**config.mk**
```make
export PLATFORM = sky130hd
export DESIGN_NAME = fluxo_dados_contador_flat
export DESIGN_NICKNAME = d
export VERILOG_FILES = /design/src/rtl/fluxo_dados_contador_if.sv /design/src/rtl/fluxo_dados_contador.sv /design/src/flat_wrapper.sv
export SDC_FILE = /design/constraint.sdc
export NUM_CORES = 1
export LEC_CHECK = 0
export CORE_AREA = 2 2 47 49
export DETAILED_ROUTE_END_ITERATION = 10
export DIE_AREA = 0 0 49 51
export GPL_ROUTABILITY_DRIVEN = 1
export HOLD_SLACK_MARGIN = 0.15
export PLACE_DENSITY = 0.73
export SLEW_MARGIN = 10
export SYNTH_ARGS = -nofsm -noshare
export SYNTH_HDL_FRONTEND = slang
export SYNTH_SLANG_ARGS = --single-unit
```
**constraint.sdc**
```tcl
create_clock -name clock -period 3.1 [get_ports clock]
set_input_delay 0.62 -clock clock [delete_from_list [all_inputs] [get_ports clock]]
set_output_delay 0.62 -clock clock [all_outputs]
set_load 0.01 [all_outputs]
```
**src/rtl/fluxo_dados_contador_if.sv**
```systemverilog
// Control-to-datapath link between the counting control unit and
// fluxo_dados_contador.
//   zera         : synchronous clear of the count
//   registra     : load the limit register from dado
//   conta        : count enable
//   dado         : limit value, sampled only while registra is high
//   fim_contador : combinational end-of-run flag returned to the control unit
// master : the control unit (drives the strobes, reads fim_contador)
// slave  : the datapath (reads the strobes, drives fim_contador)
interface fluxo_dados_contador_if #(
  parameter int WIDTH = 4
);
  logic             zera;
  logic             registra;
  logic             conta;
  logic [WIDTH-1:0] dado;
  logic             fim_contador;

  modport master (
    output zera,
    output registra,
    output conta,
    output dado,
    input  fim_contador
  );

  modport slave (
    input  zera,
    input  registra,
    input  conta,
    input  dado,
    output fim_contador
  );
endinterface

```
**src/rtl/fluxo_dados_contador.sv**
```systemverilog
// Counting datapath that sits directly downstream of the counting control
// unit. It holds a programmable limit register, a modulo-(limite+1) up-counter
// and a saturating counter of completed runs, and returns fim_contador to
// the controller with zero latency.
// Ports:
//   clock    : system clock, rising edge
//   reset    : asynchronous, active-low reset
//   ctrl     : control link (zera, registra, conta, dado in; fim_contador out)
//   contagem : current count
//   limite   : current limit
//   voltas   : completed runs, saturating at all-ones
module fluxo_dados_contador #(
  parameter int WIDTH         = 4,
  parameter int LIMITE_PADRAO = 15,
  parameter int VOLTAS_WIDTH  = 8
) (
  input  logic                    clock,
  input  logic                    reset,
  fluxo_dados_contador_if.slave   ctrl,
  output logic [WIDTH-1:0]        contagem,
  output logic [WIDTH-1:0]        limite,
  output logic [VOLTAS_WIDTH-1:0] voltas
);

  localparam logic [WIDTH-1:0] LIMITE_RESET = WIDTH'(LIMITE_PADRAO);

  logic fim;

  // End of run is combinational so the controller can leave its counting
  // state in the same cycle the last count is reached.
  assign fim               = ctrl.conta && (contagem == limite);
  assign ctrl.fim_contador = fim;

  // Count: clear has priority over counting; the wrap compares against the
  // limit currently held, so a limit loaded in the same cycle only applies
  // from the next cycle.
  always_ff @(posedge clock or negedge reset) begin
    if (!reset) begin
      contagem <= '0;
    end else if (ctrl.zera) begin
      contagem <= '0;
    end else if (fim) begin
      contagem <= '0;
    end else if (ctrl.conta) begin
      contagem <= contagem + 1'b1;
    end
  end

  // Limit register: loaded from dado, independent of zera.
  always_ff @(posedge clock or negedge reset) begin
    if (!reset) begin
      limite <= LIMITE_RESET;
    end else if (ctrl.registra) begin
      limite <= ctrl.dado;
    end
  end

  // Completed runs: a run only counts if it was not cleared in the same
  // cycle; only reset returns it to zero.
  always_ff @(posedge clock or negedge reset) begin
    if (!reset) begin
      voltas <= '0;
    end else if (fim && !ctrl.zera && (voltas != {VOLTAS_WIDTH{1'b1}})) begin
      voltas <= voltas + 1'b1;
    end
  end

endmodule
```
**src/flat_wrapper.sv**
```systemverilog
// flat-port wrapper written by rule: the top's interface ports become plain ports
module fluxo_dados_contador_flat 
#(
  parameter int WIDTH         = 4,
  parameter int LIMITE_PADRAO = 15,
  parameter int VOLTAS_WIDTH  = 8
)
  (clock, reset, contagem, limite, voltas, ctrl_zera, ctrl_registra, ctrl_conta, ctrl_dado, ctrl_fim_contador);
  fluxo_dados_contador_if #(.WIDTH(WIDTH)) ctrl_i ();
  input  logic clock;
  input  logic reset;
  output logic [WIDTH-1:0] contagem;
  output logic [WIDTH-1:0] limite;
  output logic [VOLTAS_WIDTH-1:0] voltas;
  input wire logic [$bits(ctrl_i.zera)-1:0] ctrl_zera;
  input wire logic [$bits(ctrl_i.registra)-1:0] ctrl_registra;
  input wire logic [$bits(ctrl_i.conta)-1:0] ctrl_conta;
  input wire logic [$bits(ctrl_i.dado)-1:0] ctrl_dado;
  output wire logic [$bits(ctrl_i.fim_contador)-1:0] ctrl_fim_contador;
  assign ctrl_i.zera = ctrl_zera;
  assign ctrl_i.registra = ctrl_registra;
  assign ctrl_i.conta = ctrl_conta;
  assign ctrl_i.dado = ctrl_dado;
  assign ctrl_fim_contador = ctrl_i.fim_contador;
  fluxo_dados_contador #(.WIDTH(WIDTH), .LIMITE_PADRAO(LIMITE_PADRAO), .VOLTAS_WIDTH(VOLTAS_WIDTH)) u_core (.clock(clock), .reset(reset), .ctrl(ctrl_i), .contagem(contagem), .limite(limite), .voltas(voltas));
endmodule
```
==> results of run 1 <==
[cell families (layout without fill, tap and decap cells)]
logic type / Yosys count / after routing
flip-flops: 16 / 16
AO/OA/AOI/OAI: 5 / 5
buffers and inverters: 4 / 33
AND/OR/NAND/NOR: 32 / 32
adder cells (fa/ha/maj): 2 / 2
XOR/XNOR: 9 / 9
multiplexers: 7 / 7
[metrics by stage]
step,cells,power [mW],area [µm²],util (%)
floorplan,75,0.327,835,-
detailed placement,128,0.401,1120,54.3
CTS,132,0.540,1160,56.0
finish,132,0.532,1160,56.0
global placement,128,0.401,1120,54.3
global route,132,0.563,1160,56.0
[flip-flops by register name, indices dropped and copies added, names as in the netlist]
signal / cells
u_core.voltas: 8
u_core.contagem: 4
u_core.limite: 4
[layer usage]
metal	up-vias	global-route usage, %	routed length (µm)
li1	324	-	-
met1	326	18.2	733
met2	14	25.1	782
met3	4	1.75	47
met4	0	8.57	20
met5	-	0	0
[area by class of cell]
cell class | count | area, µm²
tap | 28 | 35.0
inverter | 2 | 7.51
clock buffer | 4 | 36.3
multi-input combinational | 55 | 407
sequential | 16 | 405
fill | 188 | 907
timing repair buffer | 27 | 265
[power breakdown]
group | total [mW] | internal, mW | switching [mW] | leakage (nW)
clock network | 0.136 | 0.0715 | 0.0646 | 0.0210
logic | 0.133 | 0.0790 | 0.0537 | 0.244
registers | 0.264 | 0.236 | 0.0281 | 0.205
[cells in the mapped netlist (all sizes together)]
cell and number:
clkbuf 1, dfstp 4, xor2 5, nand2b 3, nand2 6, a21oi 1, mux2 7, inv 2
nor2 4, a22oi 1, nand4 3, o21ai 2, nand3b 3, nand3 5, a31oi 1, xnor2 4
dfrtp 12, buf 1, ha 2, nor4 5, nor3 3
[path summary, 6_finish.rpt]
kind,from,slack (ps),cells past startpoint,end
min,u_core.voltas[5],510,1,u_core.voltas[5]
max reg2reg,u_core.limite[1],1330,5,u_core.voltas[1]
min in group asynchronous,reset,740,1,u_core.voltas[2]
min reg2reg,u_core.voltas[5],510,1,u_core.voltas[5]
max,u_core.limite[1],580,5,ctrl_fim_contador
max in group asynchronous,reset,1930,1,u_core.voltas[3]
==> metrics.md, run 1 <==
| Metric | Value |
|---|---|
| Rel. slew slack | 54.9% |
| Vias in the first global route | 642 |
| Overall routing resource usage | 14.8% |
| Max-Cap Viols | 0 |
| Max frequency | 0.396 GHz |
| Final worst path period need | 2520 ps |
| Cell chain of the critical path | xnor2_1, nand4_2, buf_4, nor2_1, clkdlybuf4s50_1 |
| Critical path peak fanout | 13 |
| Crit path max-delay family | buffers and inverters |
| Chip height | 51 µm |
| Compound-Gate Fraction of Synth Area | 3.45% |
| Via count | 668 |
| Crit path max-delay cell type | dfstp_2 |
| WL final | 1580 µm |
| Seq cells post-synth | 16 |
| DRC violations left | 0 |
| Adder-Cell Fraction of Synth Area | 3.00% |
| Initial Utilization | between 40% and 50% |
| RSZ-0062 raised after global routing | no |
| Post-Syn Area | 835 µm² |
| Most common cell after layout, fill and taps aside | clkdlybuf4s50_1 |
| Clk pin slew, worst setup/hold paths | 90 ps |
| Buf/Inv on CP | 2 |
| Insertion delay to the later sink of the worst-skew pair | between 200 and 300 ps |
| Diodes inserted | 0 |
| Final HPWL from detailed placement | roughly 1200 µm |
| Slew Limit Fails | 0 |
| Post-route antenna net violation count | 0 |
| Via density | 5.06 |
| Synth top area cells | dfrtp_1 36%, dfstp_2 13%, mux2_2 8.1% |
| Root Driver | clkbuf_4 |
| Final WS setup | ~580 ps |
| Core area | 2060 µm² |
| CTS buffer count | 3 |
| Hold Buf Count CTS | 0 |
| Simple-gate area share of the yosys netlist | 22.5% |
| Critical Path RT | between 2000 and 2500 ps |
| Share of layout cells above drive strength 1 | between 10% and 20% |
| Initial antenna violation count | 0 |
| Clk_skew | 1.83 ps |
| Post-CTS setup buffers | 0 |
| Max H-tree Level | 1 |
| DRT iter0 DRCs | 17 |
| Pwr dens | 461 nW/µm² |
| Commonest cells after routing, fill and taps aside | 25 x clkdlybuf4s50_1, 12 x dfrtp_1, 6 x nand2_1, 6 x mux2_2 |
| First-pass GRT wire length | 2830 µm |
| CP Capture Type | output pin |
| # resized after CTS | 0 |
| HP Class | reg2reg |
| Final RePlAce weighted congestion | 0.735 |
| Worst Path Arrival | 1900 ps |
| Setup Viol. Count Final | 0 |
| Status | completed |
| Cell count after synthesis | 75 |
| GRT Residual Overflow | 0 |
| Post-Syn Nets | 86 |
| Sink Count | 16 |
| Die area | 2500 µm² |
| Synth cell types | 25 |
| Yosys Warn Count | 0 |
| Mux share of post-synthesis cell area | a little under a tenth |
| Seq/Total Area, Yosys | 48.6% |
| Xor and xnor area share after synthesis | roughly a tenth |
| Slowest stage delay, CP | 560 ps |
| Syn avg cell area | approximately 11 µm² |
| Area Overhead vs Synth | 38.5% |
| Clock Path Buffers | 2 |
| First-pass iteration count of the detailed router | 4 |
| Synth area leader | dfrtp_1 |
| Final Hold Vio Count | 0 |
| Place WS | around 640 ps |
| I/O Pins | 26 |
| DR WL/cell | approximately 12 µm |
| Port buffer count | 25 |
| CP Launch Type | flop |
| Row count | 17 |
| Setup CP Type | reg2out |
| Largest net degree at the start of global routing | 17 |
| Die span in x | 49 µm |
| Period Utilization, post-route | between 80% and 90% |
| Final nets | 116 |
| Largest family of logic cells by synthesized area | simple AND/OR/NAND/NOR gates |
| Share of the synthesized area in the top cell type | 36.0% |
| CTS tree | built |
| Worst vdd ir | 335 µV |
| Min Hold Slack | 506 ps |
| Worst slew pin tran | 674 ps |
| Setup_tns | 0 ps |
| P_leak | 0.471 nW |
No activity file was read; power rests on OpenSTA's default activity.
==> run 2, diff against run 1 <==
clock period = 2.6 ns   (was 3.1 ns; I/O delays follow)
==> run 2 against run 1 <==
  * Combinational power increased by 20%
  * Critical path depth fell by 1
  * Worst hold slack got worse by 4.7 ps
  * Register-to-register slack worse by 590 ps
  * Cell area decreased by 0.87%
  * Clock skew is 6.2 ps higher
  * Critical path type is now in2out
==> metrics.md, run 2 (synthesized netlist as in run 1, its figures left out) <==
| Metric | Value |
|---|---|
| Slew Limit Fails | 0 |
| Cell chain of the critical path | clkdlybuf4s50_1, inv_1, nor2_1, clkdlybuf4s50_1 |
| WL final | 1610 µm |
| First-pass GRT wire length | 2990 µm |
| Max-Cap Viols | 0 |
| Area Overhead vs Synth | 37.3% |
| Die span in x | between 40 and 50 µm |
| Clock Path Buffers | 2 |
| Slowest stage delay, CP | 540 ps |
| Worst Path Arrival | 1760 ps |
| Final worst path period need | ~2300 ps |
| GRT Residual Overflow | 0 |
| Final nets | 116 |
| Most flop-heavy register | u_core.voltas |
| Diodes inserted | 0 |
| Share of layout cells above drive strength 1 | 18.3% |
| Chip height | 51 µm |
| CP Capture Type | output pin |
| Max H-tree Level | 1 |
| Final Hold Vio Count | 0 |
| Largest net degree at the start of global routing | 17 |
| Worst slew pin tran | 710 ps |
| Vias in the first global route | between 600 and 700 |
| P_leak | around 0.46 nW |
| Row count | 17 |
| CTS tree | built |
| Commonest cells after routing, fill and taps aside | 25 x clkdlybuf4s50_1, 12 x dfrtp_1, 6 x nand2_1, 6 x mux2_2 |
| RSZ-0062 raised after global routing | no |
| Setup CP Type | in2out |
| Critical Path RT | 2080 ps |
| Period Utilization, post-route | between 80% and 90% |
| Final HPWL from detailed placement | approximately 1300 µm |
| Setup Viol. Count Final | 0 |
| Critical Path Most Common Cell | clkdlybuf4s50_1 |
| Worst vdd ir | 399 µV |
| Clk_skew | 8.00 ps |
| Via density | 4.79 |
| Port buffer count | 25 |
| Max frequency | 0.439 GHz |
| Setup_tns | 0 ps |
| Top Registers | u_core.voltas (8), u_core.contagem (4), u_core.limite (4) |
| Critical path peak fanout | 6 |
| CP Launch Type | input port |
| Clk pin slew, worst setup/hold paths | 90 ps |
| DRC violations left | 0 |
| Sink Count | 16 |
| Post-CTS setup buffers | 0 |
| DRT iter0 DRCs | 8 |
| I/O Pins | 26 |
| Final RePlAce weighted congestion | 0.793 |
| Die area | 2500 µm² |
| CTS buffer count | 3 |
| Status | completed |
| HP Class | reg2reg |
| DR WL/cell | 12.2 µm |
| Core area | 2060 µm² |
| # resized after CTS | 0 |
| Initial antenna violation count | 0 |
| Power Total | 0.604 mW |
| Crit path max-delay cell type | clkdlybuf4s50_1 |
| Initial Utilization | 40.4% |
| Post-route antenna net violation count | 0 |
| Via count | 632 |
| Pwr dens | approximately 530 nW/µm² |
| Overall routing resource usage | 15.4% |
| Hold Buf Count CTS | 0 |
| First-pass iteration count of the detailed router | 4 |
| Max FFs per register | 8 |
| Insertion delay to the later sink of the worst-skew pair | 280 ps |
| Rel. slew slack | 52.5% |
| Most common cell after layout, fill and taps aside | clkdlybuf4s50_1 |
| Root Driver | clkbuf_4 |
==> run 2: changes by cell type in the layout (fill, tap and decap cells not counted) <==
cell      change
clkbuf_8      -1
clkbuf_1      +1
==> run 2: through the flow <==
step                      instances  hold WS [ps]  cell area [µm²]  worst slack (ps)  util [%]
after floorplan                  75           224              835               899         -
after global routing            132           544             1150               245      55.5
after CTS                       132           506             1150               303      55.5
after global placement          128           482             1120               344      54.3
after detailed placement        128           492             1120               328      54.3
final                           132           501             1150               321      55.5
==> run 2: routing by layer <==
layer / vias to the layer above / share of wire [%] / track usage, %
li1: 327 / - / -
met1: 295 / 46 / 21.2
met2: 8 / 50 / 24.9
met3: 2 / 2.6 / 2.05
met4: 0 / 0.87 / 5.71
met5: - / 0 / 0
==> run 2: path summary, 6_finish.rpt <==
kind / startpoint / to / slack (ps) / depth (start not counted)
max: ctrl_conta / ctrl_fim_contador / 320 / 4
min: u_core.voltas[5] / u_core.voltas[5] / 500 / 1
max reg2reg: u_core.limite[0] / u_core.voltas[1] / 740 / 5
min reg2reg: u_core.voltas[5] / u_core.voltas[5] / 500 / 1
max in group asynchronous: reset / u_core.contagem[0] / 1480 / 1
min in group asynchronous: reset / u_core.voltas[6] / 660 / 1
==> run 2: where the power goes <==
group	total [mW]	internal [mW]	switching (mW)
Combinational	0.159	0.0938	0.0648
Clock	0.131	0.0593	0.0718
Sequential	0.314	0.281	0.0334
Total	0.604	0.434	0.170
==> run 2: final cells by class <==
cell class,instances,area (µm²)
Clock buffer,4,26.3
Multi-Input combinational cell,55,407
Sequential cell,16,405
Timing Repair Buffer,27,265
Inverter,2,7.51
Tap cell,28,35.0
Fill cell,194,917
==> run 2: critical path: cells and delay by family <==
family / cells / cell delay (ps)
buffers and inverters: 3 / 1110
AND/OR/NAND/NOR: 1 / 120
==> run 3, diff against run 2 <==
CORE_AREA = 5 5 50 52   (was 2 2 47 49)
DIE_AREA = 0 0 55 57   (was 0 0 49 51)
MAX_ROUTING_LAYER = met4   (was not set)
==> run 3 against run 2 <==
  * Clock power increased by 25%
  * Wire length increased by 5.3%
  * Via count increased by 6.2%
  * Die area increased by 25%
  * Clock skew decreased by 3.1 ps
  * Worst hold slack improved by 9.1 ps
  * Critical endpoint unchanged
  * Flip-flop and latch count unchanged
  * Worst setup slack got worse by 6.2 ps
  * Fmax decreased by 0.27%
  * First-iteration DRC count increased by 130%
==> metrics.md, run 3 (synthesized netlist as in run 1, its figures left out) <==
| Metric | Value |
|---|---|
| Status | completed |
| # resized after CTS | 0 |
| DRT iter0 DRCs | 18 |
| CP Capture Type | output pin |
| DR WL/cell | 12.8 µm |
| Min Hold Slack | 510 ps |
| Clock Path Buffers | 2 |
| Post-CTS setup buffers | 0 |
| CTS tree | built |
| Die area | 3140 µm² |
| DRC violations left | 0 |
| Critical path peak fanout | 3 |
| Final worst path period need | roughly 2300 ps |
| Post-route antenna net violation count | 0 |
| Commonest cells after routing, fill and taps aside | 25 x clkdlybuf4s50_1, 12 x dfrtp_1, 6 x nand2_1, 6 x mux2_2 |
| Row count | 17 |
| Critical Path RT | 2080 ps |
| WL final | 1700 µm |
| Overall routing resource usage | about an eighth |
| Setup Viol. Count Final | 0 |
| Initial Utilization | 40.4% |
| Root Driver | clkbuf_4 |
| Slew Limit Fails | 0 |
| Setup CP Type | reg2out |
| Worst vdd ir | about 430 µV |
| Worst slew pin tran | 709 ps |
| Share of layout cells above drive strength 1 | 19.2% |
| First-pass GRT wire length | 2860 µm |
| Initial antenna violation count | 0 |
| Max frequency | 0.438 GHz |
| First-pass iteration count of the detailed router | 4 |
| Die span in x | 55 µm |
| Vias in the first global route | 626 |
| HP Class | reg2reg |
| Via count | 671 |
| Insertion delay to the later sink of the worst-skew pair | approximately 290 ps |
| Max-Cap Viols | 0 |
| Final RePlAce weighted congestion | just over 0.8 |
| Clk_skew | 4.89 ps |
| Sink Count | 16 |
| Chip height | 57 µm |
| Pwr dens | 552 nW/µm² |
| Diodes inserted | 0 |
| Via density | 5.08 |
| Core area | 2060 µm² |
| Hold Buf Count CTS | 0 |
| Area Overhead vs Synth | 38.5% |
| CP Launch Type | flop |
| Most flop-heavy register | u_core.voltas |
| Filler cells | about 180 |
| Final nets | roughly 120 |
| Clk pin slew, worst setup/hold paths | approximately 90 ps |
| Top Registers | u_core.voltas (8), u_core.contagem (4), u_core.limite (4) |
| Rel. slew slack | between 50% and 60% |
| Final HPWL from detailed placement | roughly 1300 µm |
| Largest net degree at the start of global routing | 17 |
| Setup_tns | 0 ps |
| CTS buffer count | 3 |
| GRT Residual Overflow | 0 |
| Worst Path Arrival | 1770 ps |
| Port buffer count | 25 |
| P_leak | between 0.4 and 0.5 nW |
| Final Hold Vio Count | 0 |
| Max FFs per register | 8 |
| R2R setup slack | 750 ps |
| Max H-tree Level | 1 |
| Period Utilization, post-route | 87.9% |
| Most common cell after layout, fill and taps aside | clkdlybuf4s50_1 |
| I/O Pins | 26 |
| RSZ-0062 raised after global routing | no |
==> run 3: final timing paths <==
| kind | startpoint | to | depth (start not counted) |
|---|---|---|---|
| max | u_core.limite[0] | ctrl_fim_contador | 4 |
| min | u_core.voltas[5] | u_core.voltas[5] | 1 |
| max reg2reg | u_core.limite[0] | u_core.voltas[7] | 5 |
| min reg2reg | u_core.voltas[5] | u_core.voltas[5] | 1 |
| max in group asynchronous | reset | u_core.voltas[2] | 1 |
| min in group asynchronous | reset | u_core.voltas[3] | 1 |
==> run 3: worst max-delay path, stage by stage (launching register included) <==
cell	delay [ps]
dfstp_2	550
xnor2_1	140
nand4_2	140
nor2_1	110
clkdlybuf4s50_1	540
==> run 3: metrics by stage <==
step                      util, %  total power, mW  cell area, µm²  cells  worst slack [ps]
after global routing         56.0            0.682            1160    132               193
after detailed placement     54.3            0.481            1120    128               334
after global placement       54.3            0.481            1120    128               340
after floorplan                 -            0.389             835     75               899
final                        56.0            0.638            1160    132               315
after CTS                    56.0            0.644            1160    132               301
==> run 3: layer usage <==
| metal | vias to the layer above | wire length (µm) | GRT usage [%] |
|---|---|---|---|
| li1 | 324 | - | - |
| met1 | 329 | 748 | 16.6 |
| met2 | 12 | 869 | 18.9 |
| met3 | 6 | 44 | 2.61 |
| met4 | 0 | 34 | 6.25 |
| met5 | - | 0 | - |
==> run 3: final cells by class <==
class / count / area, µm² / area share (%)
inverter: 2 / 7.51 / 0.649
clock buffer: 4 / 36.3 / 3.14
tap: 28 / 35.0 / 3.03
sequential: 16 / 405 / 35.1
timing repair buffer: 27 / 265 / 22.9
multi-input combinational: 55 / 407 / 35.2
==> run 3: report_power, final <==
part / leakage (nW) / total, mW / switching [mW] / internal (mW)
clock: 0.0210 / 0.164 / 0.0789 / 0.0854
combinational: 0.244 / 0.160 / 0.0664 / 0.0940
sequential: 0.205 / 0.313 / 0.0322 / 0.281
